<file path="src/rtl/pixel_step_sequencer_if.sv">
// Pixel address stream: one linear pixel index per transfer, valid/ready handshake.
// Address and valid stay stable while valid is high and ready is low.
interface pixel_step_sequencer_if #(
    parameter int AW = 16
) ();
    logic          pix_valid;
    logic          pix_ready;
    logic [AW-1:0] pix_addr;

    modport master (
        output pix_valid,
        output pix_addr,
        input  pix_ready
    );

    modport slave (
        input  pix_valid,
        input  pix_addr,
        output pix_ready
    );
endinterface

</file>
<file path="src/rtl/pixel_step_sequencer.sv">
// Steps a pixel address through an H_PIX x V_PIX frame, one address per slow_clk rise; tick -> pix_valid one edge later.
// Back-pressure stalls the address in place; ticks arriving while an address is pending are dropped and flagged sticky in overrun.
module pixel_step_sequencer #(
    parameter int H_PIX = 8,
    parameter int V_PIX = 6,
    parameter int AW    = 16
) (
    input  logic                          clk_in,
    input  logic                          rst_n,
    input  logic                          slow_clk,
    input  logic                          start,
    pixel_step_sequencer_if.master        pix,
    output logic                          busy,
    output logic                          frame_done,
    output logic                          overrun
);

    generate
        if ((longint'(H_PIX) * longint'(V_PIX)) > (longint'(1) << AW)) begin : g_size_check
            $error("pixel_step_sequencer: H_PIX*V_PIX does not fit in AW address bits");
        end
    endgenerate

    localparam logic [AW-1:0] LAST_ADDR = AW'(H_PIX * V_PIX - 1);

    typedef enum logic [1:0] {
        ST_IDLE  = 2'd0,
        ST_WAIT  = 2'd1,
        ST_ISSUE = 2'd2
    } state_t;

    state_t        state_q;
    state_t        state_d;

    logic          s1;
    logic          s2;
    logic          s3;
    logic          tick;
    logic          xfer;
    logic          last_pix;

    logic          pix_valid_q;
    logic          pix_valid_d;
    logic [AW-1:0] pix_addr_q;
    logic [AW-1:0] pix_addr_d;
    logic          frame_done_q;
    logic          frame_done_d;
    logic          overrun_q;
    logic          overrun_d;

    // slow_clk is asynchronous: two flops to resolve metastability, a third for edge detection
    always_ff @(posedge clk_in) begin
        if (!rst_n) begin
            s1 <= 1'b0;
            s2 <= 1'b0;
            s3 <= 1'b0;
        end else begin
            s1 <= slow_clk;
            s2 <= s1;
            s3 <= s2;
        end
    end

    assign tick     = s2 & ~s3;
    assign xfer     = pix_valid_q & pix.pix_ready;
    assign last_pix = (pix_addr_q == LAST_ADDR);

    always_ff @(posedge clk_in) begin
        if (!rst_n) begin
            state_q <= ST_IDLE;
        end else begin
            state_q <= state_d;
        end
    end

    always_comb begin
        state_d = state_q;
        case (state_q)
            ST_IDLE: begin
                if (start) begin
                    state_d = ST_WAIT;
                end
            end
            ST_WAIT: begin
                if (tick) begin
                    state_d = ST_ISSUE;
                end
            end
            ST_ISSUE: begin
                if (xfer) begin
                    state_d = last_pix ? ST_IDLE : ST_WAIT;
                end
            end
            default: begin
                state_d = ST_IDLE;
            end
        endcase
    end

    // Next values for the registered outputs; ticks seen in IDLE fall through untouched
    always_comb begin
        pix_valid_d  = pix_valid_q;
        pix_addr_d   = pix_addr_q;
        frame_done_d = 1'b0;
        overrun_d    = overrun_q;
        case (state_q)
            ST_IDLE: begin
                if (start) begin
                    pix_addr_d = '0;
                    overrun_d  = 1'b0;
                end
            end
            ST_WAIT: begin
                if (tick) begin
                    pix_valid_d = 1'b1;
                end
            end
            ST_ISSUE: begin
                if (xfer) begin
                    pix_valid_d = 1'b0;
                    if (last_pix) begin
                        pix_addr_d   = '0;
                        frame_done_d = 1'b1;
                    end else begin
                        pix_addr_d = pix_addr_q + AW'(1);
                    end
                end
                if (tick) begin
                    overrun_d = 1'b1;
                end
            end
            default: begin
                pix_valid_d = 1'b0;
            end
        endcase
    end

    always_ff @(posedge clk_in) begin
        if (!rst_n) begin
            pix_valid_q  <= 1'b0;
            pix_addr_q   <= '0;
            frame_done_q <= 1'b0;
            overrun_q    <= 1'b0;
        end else begin
            pix_valid_q  <= pix_valid_d;
            pix_addr_q   <= pix_addr_d;
            frame_done_q <= frame_done_d;
            overrun_q    <= overrun_d;
        end
    end

    assign pix.pix_valid = pix_valid_q;
    assign pix.pix_addr  = pix_addr_q;
    assign busy          = (state_q != ST_IDLE);
    assign frame_done    = frame_done_q;
    assign overrun       = overrun_q;

    a_addr_in_frame: assert property (@(posedge clk_in) pix_addr_q <= LAST_ADDR);
    a_done_in_idle:  assert property (@(posedge clk_in) frame_done_q |-> (state_q == ST_IDLE));

endmodule

</file>
<file path="src/flat_wrapper.sv">
// flat-port wrapper written by rule: the top's interface ports become plain ports
module pixel_step_sequencer_flat 
#(
    parameter int H_PIX = 8,
    parameter int V_PIX = 6,
    parameter int AW    = 16
)
  (clk_in, rst_n, slow_clk, start, busy, frame_done, overrun, pix_pix_valid, pix_pix_addr, pix_pix_ready);
  pixel_step_sequencer_if #(.AW(AW)) pix_i ();
  input  logic clk_in;
  input  logic rst_n;
  input  logic slow_clk;
  input  logic start;
  output logic busy;
  output logic frame_done;
  output logic overrun;
  output wire logic [$bits(pix_i.pix_valid)-1:0] pix_pix_valid;
  output wire logic [$bits(pix_i.pix_addr)-1:0] pix_pix_addr;
  input wire logic [$bits(pix_i.pix_ready)-1:0] pix_pix_ready;
  assign pix_pix_valid = pix_i.pix_valid;
  assign pix_pix_addr = pix_i.pix_addr;
  assign pix_i.pix_ready = pix_pix_ready;
  pixel_step_sequencer #(.H_PIX(H_PIX), .V_PIX(V_PIX), .AW(AW)) u_core (.clk_in(clk_in), .rst_n(rst_n), .slow_clk(slow_clk), .start(start), .pix(pix_i), .busy(busy), .frame_done(frame_done), .overrun(overrun));
endmodule
</file>
<file path="config.mk">
export PLATFORM = sky130hd
export DESIGN_NAME = pixel_step_sequencer_flat
export DESIGN_NICKNAME = d
export VERILOG_FILES = /design/src/rtl/pixel_step_sequencer_if.sv /design/src/rtl/pixel_step_sequencer.sv /design/src/flat_wrapper.sv
export SDC_FILE = /design/constraint.sdc
export NUM_CORES = 1
export LEC_CHECK = 0
export BUFFER_PORTS_ARGS = -buffer_cell sky130_fd_sc_hd__clkbuf_2
export CAP_MARGIN = 5
export CORE_MARGIN = 2
export CORE_UTILIZATION = 50
export CTS_CLUSTER_DIAMETER = 200
export DETAILED_ROUTE_END_ITERATION = 7
export GPL_ROUTABILITY_DRIVEN = 0
export GPL_TIMING_DRIVEN = 0
export PLACE_DENSITY = 0.75
export SYNTH_ARGS = -nofsm -noshare
export SYNTH_HDL_FRONTEND = slang
export SYNTH_SLANG_ARGS = --single-unit
</file>
<file path="constraint.sdc">
create_clock -name clk_in -period 3.83 [get_ports clk_in]
set_input_delay 0.766 -clock clk_in [delete_from_list [all_inputs] [get_ports clk_in]]
set_output_delay 0.766 -clock clk_in [all_outputs]
set_load 0.05 [all_outputs]
</file>
==> impl_results.md <==
- Synth top area share: 0.436
- Synth area leaders: dfxtp_1 (44%), xnor2_1 (5.6%), a21oi_1 (4.5%)
- Highest clock rate: roughly 460 MHz
- IO Port Bufs: 24
- Synth Flop Type: dfxtp_1
- First-pass GRT wire length: a little under 4 mm
- Crit. End Element: flip-flop
- Outcome: complete, no violations
- FP Rows: 16
- Hold Crit Endpoint: u_core.s2$_SDFF_PN0_
- Largest net degree at the start of global routing: 13
- Fin Setup TNS: 0 ps
- Cell Pwr Density: roughly 320 nW/µm²
- Leak: 0.000461 µW
- Gate power share: 0.104
- Synth-to-layout area growth: 16.0%
- Clock Skew: ~2.7 ps
- Initial antenna violation count: 0
- Power Internal: a little over 300 µW
- Number of nets with antenna violations after routing: 0
- Root Driver: clkbuf_4
- Cell count after synthesis: 126
- Hold Startpoint: u_core.s1$_SDFF_PN0_
- Post-CTS Setup Inserts: 0
- DRT iter0 DRCs: 11
- Dpl hpwl: 1.65 mm
- H-Tree Depth: 1
- Max FO, Critical Path: 10
- Total core area: between 2000 and 2500 µm²
- Clock Pin Slew Worst Setup and Hold Paths: ~120 ps
- Seq cells post-synth: 24
- Slew @ Worst Pin: around 600 ps
- Hold Path Class: reg -> reg
- Core Util, Final: 0.632
- Pwr Total: slightly above 400 µW
- Final setup fails: 0
- Clk_lat worst skew: about 310 ps
- TritonCTS clock tree: yes
- Post-synthesis sequential area ratio: 0.436
- Post-cts gate resize count: 0
- Reg2Reg Setup Slack: 1740 ps
- Most frequent cells in the layout: clkbuf_2 (24), dfxtp_1 (24), nand2_1 (11)
- Post-synth ARST share: 0
- Area leader, netlist: dfxtp_1
- Max clock buf depth: 2
- Max-cap violations: 0
- Clock power share: 0.265
- Width of the chip: 51.0 µm
- I/O pin cnt: 25
- Worst path required time: slightly above 4000 ps
- Fill cell count: roughly 190
- Synth cell types: 38
- R2R cell count: 6
- Post-Synthesis Net Count: 132
- Post-Syn Area: 1100 µm²
- Antenna cells: 0
- Routed vias/inst: ~5.5
- Detailed-router iteration count before antenna repair: 4
- Die H: between 50 and 60 µm
- RSZ-0062 raised after global routing: false
- Synthesized area per cell: between 8 and 9 µm²
- Reg-to-reg endpoint: u_core.pix.pix_addr[11]$_SDFFE_PN0P_
- Clk sinks: 24
- Die area: between 2000 and 3000 µm²
- Final min period: around 2200 ps
- Initial Utilization: 0.545
- Slew HR: 0.595
- CTS Buf Count: 3
- Net switching power: 103 µW
- Post-CTS Hold Buffers: 0
- Worst R2R Start: u_core.state_q[1]$_SDFFE_PN0P_
- Slew Limit Fails: 0
- CP Class: in -> reg
- Switching Share: 0.252
- Final period util: 0.562
- CP startpoint kind: primary input
- WHS Path Cells: 1
- Vias in the first global route: about 900
- Routed len/inst: 12.3 µm
- Routed Wire Length: 2.21 mm
- Arrival time worst endpoint: approximately 2400 ps
- Seq pwr share: 0.631
- Final nets: roughly 160
- YS warnings: 0
- Global-route usage over all layers: 0.194
- Layout cell share with drive strength beyond 1: 0.229
- Total number of vias: about 990
- Post-synth EDFFs: 0
- Drc violations: 0
- Grt ovf: 0
- Peak VDD IR: between 0.2 and 0.25 mV
- Final Hold Viols: 0
metal layers:
| layer | up-vias | part of all wire | track usage | wire [µm] |
|---|---|---|---|---|
| met2 | 17 | 0.45 | 0.292 | 996 |
| met5 | - | 0 | 0 | 0 |
| met4 | 0 | 0.016 | 0.0811 | 36 |
| met3 | 5 | 0.034 | 0.0351 | 76 |
| li1 | 513 | - | - | - |
| met1 | 450 | 0.50 | 0.272 | 1100 |
logic make-up after synthesis:
group,after synthesis,synth area share
adders and majority gates,1,0.0113
and+or+nand+nor,55,0.282
DFF,24,0.436
xor gates and xnor gates,7,0.0556
buffers and inverters,6,0.0284
AOI/OAI and AO/OA,33,0.187
worst max-delay path by stage:
stage                   from                                   end  cells after the start
2_1_floorplan          start  u_core.pix.pix_addr[15]$_SDFFE_PN0P_                      4
3_3_place_gp   pix_pix_ready   u_core.pix.pix_addr[6]$_SDFFE_PN0P_                      7
3_5_place_dp   pix_pix_ready  u_core.pix.pix_addr[11]$_SDFFE_PN0P_                      7
4_1_cts        pix_pix_ready  u_core.pix.pix_addr[11]$_SDFFE_PN0P_                      7
5_1_grt        pix_pix_ready   u_core.pix.pix_addr[0]$_SDFFE_PN0P_                      7
6_report       pix_pix_ready  u_core.pix.pix_addr[11]$_SDFFE_PN0P_                      7
worst max-delay path, stage by stage:
cell,delay (ps)
clkbuf_2,90
nand4b_1,130
clkbuf_1,240
and3_2,250
a31oi_1,460
buf_2,340
nor2_1,80
flip-flops by register name, summed over array words and instances, names as in the netlist:
register	cells
u_core.overrun	1
u_core.pix.pix_valid	1
u_core.s1	1
u_core.state_q	2
u_core.pix.pix_addr	16
u_core.frame_done	1
u_core.s3	1
u_core.s2	1
cell type report:
| cell class | instances | area (µm²) | share of cell area |
|---|---|---|---|
| sequential | 24 | 480 | 0.376 |
| buffer | 3 | 20.0 | 0.0157 |
| tap | 27 | 33.8 | 0.0264 |
| clock buffer | 3 | 22.5 | 0.0176 |
| timing repair buffer | 24 | 120 | 0.0939 |
| multi-input combinational | 96 | 591 | 0.462 |
| inverter | 3 | 11.3 | 0.00881 |
power groups by stage:
stage | logic, µW | clock network [µW] | registers, µW
final | 42.8 | 109 | 259
after global routing | 47.3 | 123 | 260
after CTS | 43.3 | 112 | 259
after detailed placement | 43.2 | 0 | 265
after global placement | 42.7 | 0 | 264
after floorplan | 27.1 | 0 | 270
cells in the mapped netlist, types with 2 or more instances:
cell,instances
xnor2_1,7
nor2b_1,3
nand4_1,4
inv_1,3
a21oi_1,10
and2_1,3
dfxtp_1,24
or3_1,6
nor2_1,8
o21ai_0,9
a21boi_0,4
nand2_1,11
nand3_1,6
a211oi_1,2
nor4_1,2
a211o_1,2
per-stage QoR:
stage | hold WS [ps] | area [µm²] | setup slack [ps] | cells
floorplan | 412 | 1100 | 1660 | 126
global placement | 421 | 1260 | 1370 | 177
finish | 449 | 1280 | 1680 | 180
CTS | 456 | 1280 | 1680 | 180
global route | 477 | 1280 | 1510 | 180
detailed placement | 424 | 1260 | 1340 | 177
Note: power is estimated with default switching activity, not from simulation.
